## src/rtl/sl_rx_pkg.sv

```systemverilog
// sl_rx_pkg: shared types and constants for the SL receiver.
//   state_e  : receiver FSM states
//   err_e    : error kind latched on the way into the ERR state
//   STAT_*   : bit positions inside status_o
//   SYM_*    : synchronised {ones, zeroes} symbol codes at the strobe
package sl_rx_pkg;

   typedef enum logic [2:0] {
      ST_IDLE     = 3'd0,
      ST_SAMPLE   = 3'd1,
      ST_WAIT_END = 3'd2,
      ST_CHECK    = 3'd3,
      ST_ERR      = 3'd4
   } state_e;

   typedef enum logic [1:0] {
      ERR_LEN = 2'd0,
      ERR_PAR = 2'd1,
      ERR_LEV = 2'd2
   } err_e;

   localparam int STAT_LEN  = 0;
   localparam int STAT_PAR  = 1;
   localparam int STAT_LEV  = 2;
   localparam int STAT_OVF  = 3;
   localparam int STAT_BUSY = 4;
   localparam int STAT_FULL = 5;

   // {ones, zeroes}
   localparam logic [1:0] SYM_ONE  = 2'b01;
   localparam logic [1:0] SYM_ZERO = 2'b10;
   localparam logic [1:0] SYM_STOP = 2'b00;
   localparam logic [1:0] SYM_LEV  = 2'b11;

   // consecutive idle (1,1) samples that close a bit slot
   localparam int HI_RUN = 4;

endpackage

```

## src/rtl/sl_rx_sfifo.sv

```systemverilog
// sl_rx_sfifo: synchronous first-word-fall-through FIFO.
//   clk, rst        : clock, async active-high reset
//   wr_en_i/wr_data_i : push request; ignored when full unless popping too
//   rd_en_i         : pop request; ignored when empty
//   rd_data_o       : head word (zero when empty)
//   count_o         : number of stored words, 0..DEPTH
module sl_rx_sfifo #(
   parameter int WIDTH = 32,
   parameter int DEPTH = 4
) (
   input  logic                     clk,
   input  logic                     rst,
   input  logic                     wr_en_i,
   input  logic [WIDTH-1:0]         wr_data_i,
   input  logic                     rd_en_i,
   output logic [WIDTH-1:0]         rd_data_o,
   output logic [$clog2(DEPTH):0]   count_o
);

   localparam int AW = $clog2(DEPTH);
   localparam int CW = AW + 1;

   logic [WIDTH-1:0] mem_q [DEPTH];
   logic [AW-1:0]    wr_ptr_q, wr_ptr_d, rd_ptr_q, rd_ptr_d;
   logic [CW-1:0]    cnt_q, cnt_d;
   logic             do_wr, do_rd;

   always_comb begin
      do_rd    = rd_en_i && (cnt_q != '0);
      // a pop in the same cycle frees the slot, so a full FIFO still accepts
      do_wr    = wr_en_i && ((cnt_q != CW'(DEPTH)) || do_rd);
      wr_ptr_d = wr_ptr_q + AW'(do_wr);
      rd_ptr_d = rd_ptr_q + AW'(do_rd);
      cnt_d    = cnt_q + CW'(do_wr) - CW'(do_rd);
   end

   always_ff @(posedge clk or posedge rst) begin
      if (rst) begin
         wr_ptr_q <= '0;
         rd_ptr_q <= '0;
         cnt_q    <= '0;
      end else begin
         wr_ptr_q <= wr_ptr_d;
         rd_ptr_q <= rd_ptr_d;
         cnt_q    <= cnt_d;
      end
   end

   always_ff @(posedge clk) begin
      if (do_wr) mem_q[wr_ptr_q] <= wr_data_i;
   end

   assign rd_data_o = (cnt_q == '0) ? '0 : mem_q[rd_ptr_q];
   assign count_o   = cnt_q;

endmodule

```

## src/rtl/sl_rx_fifo.sv

```systemverilog
// sl_rx_fifo: SL (ones/zeroes two-wire) receiver with received-word FIFO.
//   sl_zeroes_i/sl_ones_i : async SL lines, idle (1,1)
//   cfg_len_i/cfg_wr_i    : word length write (IDLE only, 8..MAX_BITS) + sticky clear
//   cfg_len_o             : active word length
//   rd_data_o/rd_valid_o/rd_ready_i : FIFO head, LSB = first bit received
//   status_o              : {0,0,FULL,BUSY,OVF,LEV_ERR,PAR_ERR,LEN_ERR}
//   err_pulse_o           : one cycle per error event
// Build option: define SL_RX_PARITY_EN for one odd-parity bit per word.
import sl_rx_pkg::*;

module sl_rx_fifo #(
   parameter int OVS        = 16,
   parameter int STROB_POS  = 8,
   parameter int MAX_BITS   = 32,
   parameter int FIFO_DEPTH = 4
) (
   input  logic                clk,
   input  logic                rst,
   input  logic                sl_zeroes_i,
   input  logic                sl_ones_i,
   input  logic [5:0]          cfg_len_i,
   input  logic                cfg_wr_i,
   output logic [5:0]          cfg_len_o,
   output logic [MAX_BITS-1:0] rd_data_o,
   output logic                rd_valid_o,
   input  logic                rd_ready_i,
   output logic [7:0]          status_o,
   output logic                err_pulse_o
);

`ifdef SL_RX_PARITY_EN
   localparam int PAR_BITS = 1;
`else
   localparam int PAR_BITS = 0;
`endif
   localparam int WORD_W = MAX_BITS + PAR_BITS;
   localparam int CW     = 9;                      // holds 4*OVS-1 for OVS<=64
   localparam int FCW    = $clog2(FIFO_DEPTH) + 1;

   logic [1:0]        sync1_q, sync2_q, prev_q;    // {ones, zeroes}
   state_e            state_q, state_d;
   err_e              err_q, err_d;
   logic [CW-1:0]     cnt_q, cnt_d;
   logic [2:0]        hi_q, hi_d;
   logic [5:0]        bits_q, bits_d;
   logic [WORD_W-1:0] word_q, word_d;
   logic [5:0]        len_q, len_d;
   logic              len_err_q, len_err_d, lev_err_q, lev_err_d, ovf_q, ovf_d;
`ifdef SL_RX_PARITY_EN
   logic              par_err_q, par_err_d;
`endif
   logic [5:0]          exp_bits;
   logic                len_ok, par_ok, push, pop, full, ovf_evt;
   logic [MAX_BITS-1:0] push_data;
   logic [FCW-1:0]      fifo_cnt;

   assign exp_bits = len_q + 6'(PAR_BITS);
   assign len_ok   = (bits_q == exp_bits);
`ifdef SL_RX_PARITY_EN
   assign par_ok   = ^word_q;                      // odd ones count over data+parity
`else
   assign par_ok   = 1'b1;
`endif

   // 2-FF synchroniser plus one history stage for edge detection
   always_ff @(posedge clk or posedge rst) begin
      if (rst) begin
         sync1_q <= SYM_LEV;
         sync2_q <= SYM_LEV;
         prev_q  <= SYM_LEV;
      end else begin
         sync1_q <= {sl_ones_i, sl_zeroes_i};
         sync2_q <= sync1_q;
         prev_q  <= sync2_q;
      end
   end

   // state register
   always_ff @(posedge clk or posedge rst) begin
      if (rst) begin
         state_q   <= ST_IDLE;
         err_q     <= ERR_LEN;
         cnt_q     <= '0;
         hi_q      <= '0;
         bits_q    <= '0;
         word_q    <= '0;
         len_q     <= 6'd8;
         len_err_q <= 1'b0;
         lev_err_q <= 1'b0;
         ovf_q     <= 1'b0;
`ifdef SL_RX_PARITY_EN
         par_err_q <= 1'b0;
`endif
      end else begin
         state_q   <= state_d;
         err_q     <= err_d;
         cnt_q     <= cnt_d;
         hi_q      <= hi_d;
         bits_q    <= bits_d;
         word_q    <= word_d;
         len_q     <= len_d;
         len_err_q <= len_err_d;
         lev_err_q <= lev_err_d;
         ovf_q     <= ovf_d;
`ifdef SL_RX_PARITY_EN
         par_err_q <= par_err_d;
`endif
      end
   end

   // next state
   always_comb begin
      state_d = state_q;
      err_d   = err_q;
      cnt_d   = cnt_q;
      hi_d    = hi_q;
      bits_d  = bits_q;
      word_d  = word_q;
      case (state_q)
         ST_IDLE: begin
            if (prev_q == SYM_LEV && sync2_q != SYM_LEV) begin
               state_d = ST_SAMPLE;
               cnt_d   = '0;
            end
         end
         ST_SAMPLE: begin
            if (cnt_q == CW'(STROB_POS)) begin
               cnt_d = '0;
               hi_d  = '0;
               case (sync2_q)
                  SYM_ONE, SYM_ZERO: begin
                     if (len_ok) begin
                        state_d = ST_ERR;
                        err_d   = ERR_LEN;
                     end else begin
                        word_d  = word_q | (WORD_W'(sync2_q == SYM_ONE) << bits_q);
                        bits_d  = bits_q + 6'd1;
                        state_d = ST_WAIT_END;
                     end
                  end
                  SYM_STOP: state_d = ST_CHECK;
                  default: begin
                     state_d = ST_ERR;
                     err_d   = ERR_LEV;
                  end
               endcase
            end else begin
               cnt_d = cnt_q + CW'(1);
            end
         end
         ST_WAIT_END: begin
            cnt_d = cnt_q + CW'(1);
            hi_d  = (sync2_q == SYM_LEV) ? hi_q + 3'd1 : 3'd0;
            if (sync2_q == SYM_LEV && hi_q == 3'(HI_RUN - 1)) begin
               state_d = ST_IDLE;
            end else if (cnt_q == CW'(4 * OVS - 1)) begin
               state_d = ST_ERR;
               err_d   = ERR_LEV;
            end
         end
         ST_CHECK: begin
            cnt_d   = '0;
            hi_d    = '0;
            bits_d  = '0;
            word_d  = '0;
            state_d = ST_WAIT_END;
            if (!len_ok) begin
               state_d = ST_ERR;
               err_d   = ERR_LEN;
            end else if (!par_ok) begin
               state_d = ST_ERR;
               err_d   = ERR_PAR;
            end
         end
         ST_ERR: begin
            cnt_d   = '0;
            hi_d    = '0;
            bits_d  = '0;
            word_d  = '0;
            state_d = ST_WAIT_END;
         end
         default: state_d = ST_IDLE;
      endcase
   end

   // outputs
   always_comb begin
      push        = (state_q == ST_CHECK) && len_ok && par_ok;
      pop         = rd_valid_o && rd_ready_i;
      ovf_evt     = push && full && !pop;
      err_pulse_o = (state_q == ST_ERR) || ovf_evt;
      // drop the parity bit (sits at index len) and anything above it
      push_data   = '0;
      for (int i = 0; i < MAX_BITS; i++) begin
         if (i < int'(len_q)) push_data[i] = word_q[i];
      end
   end

   // sticky flags and length register; a clear and a new event in the
   // same cycle leave the flag set
   always_comb begin
      len_err_d = (len_err_q && !cfg_wr_i) || (state_q == ST_ERR && err_q == ERR_LEN);
      lev_err_d = (lev_err_q && !cfg_wr_i) || (state_q == ST_ERR && err_q == ERR_LEV);
      ovf_d     = (ovf_q && !cfg_wr_i) || ovf_evt;
`ifdef SL_RX_PARITY_EN
      par_err_d = (par_err_q && !cfg_wr_i) || (state_q == ST_ERR && err_q == ERR_PAR);
`endif
      len_d = len_q;
      if (cfg_wr_i && state_q == ST_IDLE && cfg_len_i >= 6'd8 && cfg_len_i <= 6'(MAX_BITS))
         len_d = cfg_len_i;
   end

   always_comb begin
      status_o            = '0;
      status_o[STAT_LEN]  = len_err_q;
`ifdef SL_RX_PARITY_EN
      status_o[STAT_PAR]  = par_err_q;
`else
      status_o[STAT_PAR]  = 1'b0;
`endif
      status_o[STAT_LEV]  = lev_err_q;
      status_o[STAT_OVF]  = ovf_q;
      status_o[STAT_BUSY] = (state_q != ST_IDLE);
      status_o[STAT_FULL] = full;
   end

   sl_rx_sfifo #(.WIDTH(MAX_BITS), .DEPTH(FIFO_DEPTH)) u_fifo (
      .clk       (clk),
      .rst       (rst),
      .wr_en_i   (push),
      .wr_data_i (push_data),
      .rd_en_i   (pop),
      .rd_data_o (rd_data_o),
      .count_o   (fifo_cnt)
   );

   assign full       = (fifo_cnt == FCW'(FIFO_DEPTH));
   assign rd_valid_o = (fifo_cnt != '0);
   assign cfg_len_o  = len_q;

endmodule

```

## config.mk

```make
export PLATFORM = sky130hd
export DESIGN_NAME = sl_rx_fifo
export DESIGN_NICKNAME = d
export VERILOG_FILES = /design/src/rtl/sl_rx_pkg.sv /design/src/rtl/sl_rx_sfifo.sv /design/src/rtl/sl_rx_fifo.sv
export SDC_FILE = /design/constraint.sdc
export NUM_CORES = 1
export LEC_CHECK = 0
export CAP_MARGIN = 20
export CORE_MARGIN = 5
export CORE_UTILIZATION = 60
export CTS_CLUSTER_DIAMETER = 100
export DETAILED_ROUTE_END_ITERATION = 10
export DONT_BUFFER_PORTS = 1
export GPL_ROUTABILITY_DRIVEN = 0
export HOLD_SLACK_MARGIN = 0.02
export MAX_ROUTING_LAYER = met4
export PLACE_DENSITY = 0.79
export REMOVE_ABC_BUFFERS = 1
export SYNTH_ARGS = -nofsm -noshare
export SYNTH_HDL_FRONTEND = slang
export SYNTH_HIERARCHICAL = 1
export SYNTH_SLANG_ARGS = --single-unit
```

## constraint.sdc

```tcl
create_clock -name clk -period 17.4 [get_ports clk]
set_clock_uncertainty 0.05 [all_clocks]
set_input_delay 2.61 -clock clk [delete_from_list [all_inputs] [get_ports clk]]
set_output_delay 2.61 -clock clk [all_outputs]
set_load 0.02 [all_outputs]
```

==> metrics.yaml <==
grt:
  grt_antenna_before_repair: 0
  grt_max_degree: 70
  grt_pass1_wl_um: 28600
  gr-total-overflow: 0
  grt_pass1_vias: 5431
  grt.total_usage_pct: 20.9
clock_tree:
  cts_tree: "done"
  clk_transition_reported_paths_ps: 60
  clock_latency_ps: 500
  holdBufCountCts: 0
  cts-root-buf: "clkbuf_16"
  htreeDepth: 1
  cts_setup_buffers: 0
  numCtsBuffers: 21
  cts_buffer_depth: 3
  clock_sinks: 204
  post_cts_resized: 0
setup_path:
  cp_max_fo: 2
  slowest_stage: "or4b_2"
  critPathCaptureType: "output port"
  path_buf_inv: 0
  rr_endpoint: "u_fifo/count_o[2]"
  r2r_setup_slack_ps: 13720
  timing.rr.start: "cfg_len_o[4]"
  cpPeakStageDelay_ps: 670
  worstPathRequired_ps: 14740
  arrival_ps: 3490
  reg2regPathDepth: 12
  crit_type: "in -> out"
  cp_top_family: "simple AND/OR/NAND/NOR gates"
  critPathLaunchType: "primary input"
  path_cells: "or4b_2 > nand2_1"
detailed_routing:
  vias_per_cell: 6.15
  drt-total-wl_um: 17500
  via_count: 5176
  first_pass_iters: 5
  wl_per_cell_um: 20.8
  drt_iter0_markers: 493
  ant_nets: 0
  remaining_drc_errors: 0
cells_and_area:
  finalNetCount: 665
  multiInputGateArea_mm2: 0.00302
  drive_gt1_share_pct: 16.2
  final_cell_area_mm2: 0.00982
  syn_to_final_growth_pct: 8.20
  seq_area_mm2: 0.00576
  diodes: 0
  fillers: 1046
power_and_ir_drop:
  p_leak_nw: 3.44
  switching_share_pct: 35.4
  finalPower_mw: 1.46
  ir_drop_mv: 0.0830
  power.share.clock_pct: 29.5
  combPwrFrac_pct: 27.4
  power_frac_seq_pct: 43.1
  internal-power_mw: 0.942
  switchingPower_mw: 0.516
  pwr_density_cell_mw_per_mm2: 148
synthesis:
  synth-simple-area-share_pct: 12.2
  yosysTopAreaCellShare_pct: 42.3
  synth-async-reset-ratio_pct: 37.3
  synth_fa_ha_area_share_pct: 2.01
  syn_avg_cell_area_um2: 14.0
  synth_mux_area_share_pct: 8.88
  yosysUniqueCellTypes: 67
  syn_inst: 647
  synth_flop_cell: "edfxtp_1"
  synth_top_family_by_area: "simple AND/OR/NAND/NOR gates"
  ys_seq_area_share_pct: 63.4
  yosys-top-cells-area: "edfxtp_1 42%, dfrtp_1 19%, mux4_2 7.4%, and2_1 2.8%, dfstp_2 2.0%"
  synthesis.area_mm2: 0.00908
  synthXorXnorAreaFrac_pct: 1.64
  yosys_warnings: 6
  synthTopCellsByCount: "128 x edfxtp_1, 69 x dfrtp_1, 46 x nand2_1"
  synth.largest_area_cell: "edfxtp_1"
  synth_enable_flop_cells: 128
  synth.most_common_cell: "edfxtp_1"
  synth_compound_area_share_pct: 8.13
  ys_seq_elements: 204
placement:
  port_buffers: 0
  postPlaceCellArea_mm2: 0.00913
  dp_hpwl_um: 10900
sta:
  relSlewSlack_pct: 31.1
  max_slew.worst_pin.slew_ps: 1030
  rsz0062_at_grt: "false"
  period_needed_ps: 6150
  slew_viol_final: 0
  finalHoldViolCount: 0
  finalSetupViolations: 0
  tns_ps: 0
  max_freq_ghz: 0.163
  fin_crit_sh_pct: 35.4
  hold-worst-slack_ps: 305
run:
  maxCapViolations: 0
hold_path:
  worstHoldPathType: "reg -> reg"
  holdPathEnd: "sync2_q[1]"
  hold_path_depth: 0
  hp-start: "sync1_q[1]"
floorplanning:
  initial_utilization_pct: 60.4
  die_h_um: 133
  rows: 45
  core_mm2: 0.0150
  io_pins: 60
  die_w_um: 133
  die-area_mm2: 0.0177
run_status:
  status: "complete, no violations"
==> power by group through the flow <==
stage,logic (mW),registers [mW],clock network (mW)
final,0.400,0.629,0.429
after global routing,0.435,0.636,0.458
after CTS,0.401,0.629,0.434
after detailed placement,0.398,0.639,0
after global placement,0.385,0.636,0
after floorplan,0.316,0.620,0
==> flip-flops by register name, summed over array words and instances (netlist names) <==
register	cells
bits_q	6
u_fifo/mem_q	128
lev_err_q	1
u_fifo/count_o	3
cnt_q	9
state_q	3
u_fifo/rd_ptr_q	2
sync1_q	2
u_fifo/wr_ptr_q	2
ovf_q	1
word_q	32
hi_q	3
len_err_q	1
err_q	1
sync2_q	2
prev_q	2
cfg_len_o	6
==> cell families (layout without fill, tap and decap cells) <==
family                   after synthesis  after routing
multiplexers                          39             39
other                                  1              3
flip-flops                           204            204
adder cells (fa/ha/maj)               14             14
buffers and inverters                 60             65
AND/OR/NAND/NOR                      205            205
XOR/XNOR                              17             17
AO/OA/AOI/OAI                        107            107
==> per-stage QoR <==
step	util (%)	cells	worst slack (ps)
global placement	60.7	802	11250
detailed placement	60.7	802	11250
finish	65.3	842	11250
CTS	65.2	840	11250
global route	65.3	842	11230
floorplan	-	607	10650
==> how the worst max path moves through the flow <==
stage / startpoint / end / slack, ps / cells past startpoint
final: rd_ready_i / err_pulse_o / 11250 / 2
after global routing: rd_ready_i / err_pulse_o / 11230 / 2
after CTS: rd_ready_i / err_pulse_o / 11250 / 2
after detailed placement: rd_ready_i / err_pulse_o / 11250 / 2
after global placement: rd_ready_i / err_pulse_o / 11250 / 2
after floorplan: rd_ready_i / u_fifo/mem_q[0][0] / 10650 / 3
==> routing by layer <==
metal / part of all wire [%] / vias up / track usage, %
met4: 2.8 / 0 / 6.64
met3: 5.7 / 42 / 3.38
li1: - / 2369 / -
met5: 0 / - / -
met1: 40 / 2599 / 25.6
met2: 52 / 166 / 35.8
==> placed cells by master (no fill, tap or decap), drive strengths merged, types with 14 or more instances in the layout <==
| cell | netlist | layout |
|---|---|---|
| edfxtp | 128 | 128 |
| dfrtp | 69 | 69 |
| nand2 | 46 | 46 |
| nor2 | 41 | 41 |
| and2 | 40 | 40 |
| mux4 | 32 | 32 |
| o21ai | 28 | 28 |
| clkbuf | 23 | 28 |
| o21a | 23 | 23 |
| inv | 18 | 19 |
| nand3 | 17 | 17 |
| a21oi | 15 | 15 |
| a21boi | 14 | 14 |
==> cell type report <==
| class | count | share of cell area (%) |
|---|---|---|
| Clock inverter | 11 | 0.701 |
| Tap cell | 188 | 2.40 |
| Timing Repair Buffer | 9 | 0.739 |
| Inverter | 18 | 0.688 |
| Sequential cell | 204 | 58.6 |
| Clock buffer | 27 | 6.12 |
| Multi-Input combinational cell | 385 | 30.7 |
Power figures use the tool's default switching activity.
==> edit 1 (same settings) <==
`word_q` no longer has a reset.
--- a/src/rtl/sl_rx_fifo.sv
+++ b/src/rtl/sl_rx_fifo.sv
@@ -84,5 +84,4 @@
          hi_q      <= '0;
          bits_q    <= '0;
-         word_q    <= '0;
          len_q     <= 6'd8;
          len_err_q <= 1'b0;
@@ -98,5 +97,4 @@
          hi_q      <= hi_d;
          bits_q    <= bits_d;
-         word_q    <= word_d;
          len_q     <= len_d;
          len_err_q <= len_err_d;
@@ -107,4 +105,8 @@
 `endif
       end
+   end
+
+   always_ff @(posedge clk) begin
+      word_q <= word_d;
    end
 
Formal check against the unedited RTL: no difference found for any inputs over 10 cycles, from zero or initial values and one cycle with rst high; that may be too few to reach the edited logic, so the function may still have changed.
==> edit 1 against the original RTL <==
- routed wire length is 2.1% higher
- power grew 10%
- via count up 3.2%
- worst hold slack lost 0.0011 ns
- die area rose by 2.4%
- final cell count is 1.7% higher
- sequential power increased by 12%
- global-route usage fell by 0.17 points
- area after synthesis grew 2.6%
- worst setup slack improved by 0.25 ns
- combinational power is 24% higher
- sequential cell count is the same
- cell area up 1.8%
- critical path type unchanged
==> edit 1: results (changes against the original RTL) <==
| Metric | Value |
|---|---|
| Count of distinct cell types in the synthesized netlist | `69 (was 67)` |
| Post-synthesis share of cell area spent on full adders, half adders and majority gates | `1.96% (was 2.01%)` |
| Number of synthesized flops with an enable pin | `160 (was 128)` |
| Average routed wire per standard cell | `20.9 µm (was 20.8 µm)` |
| Maximum fanout along the worst path | `3 (was 2)` |
| Cells taking the most area after synthesis | `sky130_fd_sc_hd__edfxtp_1, sky130_fd_sc_hd__dfrtp_1, sky130_fd_sc_hd__mux4_2 (unchanged)` |
| Count of filler cells inserted in the layout | `1,054 (was 1,046)` |
| R2R setup slack | `13.92 ns (was 13.72 ns)` |
| Data arrival time of the worst path | `3.25 ns (was 3.49 ns)` |
| Slew at the pin closest to its max-slew limit | `1.04 ns (was 1.03 ns)` |
| Sequential fraction of the synthesis area | `63.5% (was 63.4%)` |
| Count of H-tree levels built during CTS | `1 (unchanged)` |
| Cell family contributing the most delay on the critical path | `compound AO/OA/AOI/OAI gates (was simple AND/OR/NAND/NOR gates)` |
| Placed Instance Area | `9370 µm² (was 9130 µm²)` |
| Via count of the first global-routing pass | `5,438 (was 5,431)` |
| Parity-gate share of the synthesized area counting xor and xnor cells | `1.59% (was 1.64%)` |
| Pin count of the biggest net entering global routing | `40 (was 70)` |
| Highest ir drop seen on vdd | `93.9 µV (was 83.0 µV)` |
| Async SR Flop Fraction | `21.6% (was 37.3%)` |
| First-pass iteration count of the detailed router | `5 (unchanged)` |
| Final layout net count | `680 (was 665)` |
| Crit-path max cell delay | `0.63 ns (was 0.67 ns)` |
| Cell types with the highest counts after synthesis | `sky130_fd_sc_hd__edfxtp_1, sky130_fd_sc_hd__nor2_1, sky130_fd_sc_hd__a21oi_1, sky130_fd_sc_hd__and2_1, sky130_fd_sc_hd__dfrtp_1 (was sky130_fd_sc_hd__edfxtp_1, sky130_fd_sc_hd__dfrtp_1, sky130_fd_sc_hd__nand2_1, sky130_fd_sc_hd__nor2_1, sky130_fd_sc_hd__and2_1)` |
| Fraction of synthesized area in multiplexers | `9.08% (was 8.88%)` |
| Fraction of final layout cells sized beyond drive strength 1 | `15.6% (was 16.2%)` |
| CTS root buffer | `sky130_fd_sc_hd__clkbuf_16 (unchanged)` |
| Violation count after the first detailed-route iteration | `390 (was 493)` |
| Compound-gate portion of the synthesized area | `8.14% (was 8.13%)` |
| Critical path's slowest cell | `sky130_fd_sc_hd__o31ai_1 (was sky130_fd_sc_hd__or4b_2)` |
| Post-route worst hold slack | `0.304 ns (was 0.305 ns)` |
| First-pass GRT wire length | `29.1 mm (was 28.6 mm)` |
| Global-route usage over all layers | `20.7% (was 20.9%)` |
| Status | `complete, no violations (unchanged)` |
| Detail Placement HPWL | `11.3 mm (was 10.9 mm)` |
| Cell leakage power | `3.58 nW (was 3.44 nW)` |
| Via count of the routed design | `5,343 (was 5,176)` |
edit 1: cells by family (layout without fill, tap and decap cells):
logic type	Yosys count	after routing
xor gates and xnor gates	16	16
DFF	204	204
buffers and inverters	65	69
muxes	43	43
other	1	3
adders and majority gates	14	14
AOI/OAI and AO/OA	117	117
and+or+nand+nor	202	202
edit 1: through the flow:
stage	util, %	instances	power, mW
floorplan	-	620	1.08
detailed placement	61.7	817	1.21
global route	65.8	856	1.69
finish	65.8	856	1.61
CTS	65.7	854	1.61
global placement	61.7	817	1.19
edit 1: layer usage:
layer	track usage (%)	wire length [µm]
met3	3.73	1120
met1	25.2	7040
met4	5.88	459
met5	-	0
met2	36.0	9260
edit 1: worst paths after layout:
path / from / cells after the start / end
min in group asynchronous: rst / 1 / u_fifo/rd_ptr_q[1]
max reg2reg: cfg_len_o[2] / 13 / u_fifo/count_o[2]
max: rd_ready_i / 1 / err_pulse_o
min: sync1_q[1] / 0 / sync2_q[1]
max in group asynchronous: rst / 2 / sync2_q[1]
min reg2reg: sync1_q[1] / 0 / sync2_q[1]
edit 1: cell type report:
cell class	instances	area, µm²	area share, %
repair buffers	11	87.6	0.876
clock buffers	28	562	5.62
well taps	188	235	2.35
clock inverters	9	46.3	0.463
multi-input cells	395	3070	30.7
inverters	21	78.8	0.788
flip-flops and latches	204	5920	59.2
edit 1: where the power goes:
group          total, mW  leakage (nW)  switching (mW)  internal [mW]
Clock              0.402         0.304           0.175          0.227
Sequential         0.707          2.00          0.0835          0.624
Combinational      0.496          1.27           0.310          0.186
==> edit 2 (config.mk and constraints unchanged) <==
Without the edit above. The option `SL_RX_PARITY_EN` is turned on by a define.
--- a/src/rtl/sl_rx_fifo.sv
+++ b/src/rtl/sl_rx_fifo.sv
@@ -7,4 +7,6 @@
 //   err_pulse_o           : one cycle per error event
 // Build option: define SL_RX_PARITY_EN for one odd-parity bit per word.
+`define SL_RX_PARITY_EN
+
 import sl_rx_pkg::*;
 
Behaviour: no difference found for any inputs over 10 cycles, from zero or initial values and one cycle with rst high; that may be too few to reach the edited logic, so the function may still have changed.
==> edit 2 against the original RTL <==
- area after synthesis grew 4.3%
- worst setup slack better by 0.041 ns
- sequential cell count increased by 3
- register-to-register slack worse by 0.12 ns
- combinational power up 20%
- maximum frequency increased by 0.67%
- die area is 4.0% higher
- power grew 4.9%
- routed wire length increased by 5.7%
- cell area is 4.2% higher
- utilization is essentially flat
- critical endpoint unchanged
- largest power group unchanged
==> edit 2: results (changes against the original RTL) <==
| Metric | Value |
|---|---|
| Via count of the routed design | `5,511 (was 5,176)` |
| Average via count per standard cell | `6.00 (was 6.15)` |
| Multi-input comb cells | `428 (was 385)` |
| Average routed wire per standard cell | `20.1 µm (was 20.8 µm)` |
| Pin count of the biggest net entering global routing | `73 (was 70)` |
| Power of the combinational group | `0.481 mW (was 0.400 mW)` |
| First-pass GRT wire length | `30.4 mm (was 28.6 mm)` |
| Highest ir drop seen on vdd | `118 µV (was 83.0 µV)` |
| Status | `complete, no violations (unchanged)` |
| Minimum setup slack in the final design | `11.29 ns (was 11.25 ns)` |
| Inverters, non-clock | `22 (was 18)` |
| Crit-path max cell delay | `0.90 ns (was 0.67 ns)` |
| Critical path's slowest cell | `sky130_fd_sc_hd__dfstp_2 (was sky130_fd_sc_hd__or4b_2)` |
| Final layout net count | `715 (was 665)` |
| Detail Placement HPWL | `12.2 mm (was 10.9 mm)` |
| Fraction of synthesized area in multiplexers | `8.40% (was 8.88%)` |
| Parity-gate share of the synthesized area counting xor and xnor cells | `4.68% (was 1.64%)` |
| Clock group share of total power | `27.8% (was 29.5%)` |
| Cell types with the highest counts after synthesis | `sky130_fd_sc_hd__edfxtp_1, sky130_fd_sc_hd__dfrtp_1, sky130_fd_sc_hd__nand2_1, sky130_fd_sc_hd__and2_1, sky130_fd_sc_hd__xnor2_1 (was sky130_fd_sc_hd__edfxtp_1, sky130_fd_sc_hd__dfrtp_1, sky130_fd_sc_hd__nand2_1, sky130_fd_sc_hd__nor2_1, sky130_fd_sc_hd__and2_1)` |
| GR Util met3 | `4.09% (was 3.38%)` |
| Via count of the first global-routing pass | `5,931 (was 5,431)` |
| Cells taking the most area after synthesis | `sky130_fd_sc_hd__edfxtp_1, sky130_fd_sc_hd__dfrtp_1, sky130_fd_sc_hd__mux4_2 (unchanged)` |
| GRT met2 Usage | `36.6% (was 35.8%)` |
| Proportion of cell area spent on the clock network | `6.37% (was 6.82%)` |
| Combinational cell fraction of total power | `31.4% (was 27.4%)` |
| Mean area per synthesized cell | `13.7 µm² (was 14.0 µm²)` |
| Cell leakage power | `3.73 nW (was 3.44 nW)` |
| Fraction of final layout cells sized beyond drive strength 1 | `15.2% (was 16.2%)` |
| Count of filler cells inserted in the layout | `1,112 (was 1,046)` |
| Non-clock buffer share of cell area | `0.587% (was 0.739%)` |
| Area delta synth->final | `8.09% (was 8.20%)` |
| Normalized max-slew margin | `30.4% (was 31.1%)` |
| Compound-gate portion of the synthesized area | `8.06% (was 8.13%)` |
| Cell Int Power | `0.965 mW (was 0.942 mW)` |
| Post-synthesis share of cell area spent on full adders, half adders and majority gates | `2.06% (was 2.01%)` |
| Count of distinct cell types in the synthesized netlist | `66 (was 67)` |
| R2R setup slack | `13.60 ns (was 13.72 ns)` |
| Top Registers | `u_fifo/mem_q: 128 flops, word_q: 33 flops, cnt_q: 9 flops (was u_fifo/mem_q: 128 flops, word_q: 32 flops, cnt_q: 9 flops)` |
==> edit 2: cell types whose count changed in the layout (fill, tap and decap cells not counted), moves of 8 or more <==
cell	before	now
sky130_fd_sc_hd__nand2_1	46	64
sky130_fd_sc_hd__nor2_1	41	30
sky130_fd_sc_hd__o21a_1	23	15
sky130_fd_sc_hd__o21ai_1	0	25
sky130_fd_sc_hd__o31ai_1	10	1
sky130_fd_sc_hd__xnor2_1	13	32
sky130_fd_sc_hd__xor2_1	4	16
==> edit 2: worst paths after layout <==
kind	from	endpoint	depth (start not counted)
max	cfg_len_o[3]	err_pulse_o	6
min	sync1_q[1]	sync2_q[1]	0
max reg2reg	cfg_len_o[1]	u_fifo/mem_q[0][15]	8
min in group asynchronous	rst	u_fifo/count_o[0]	1
max in group asynchronous	rst	err_q[0]	2
min reg2reg	sync1_q[1]	sync2_q[1]	0
==> edit 2: per-layer routing <==
layer,part of all wire (%),up-vias
li1,-,2501
met1,39,2804
met2,52,160
met3,5.7,46
met4,3.5,0
met5,0,-
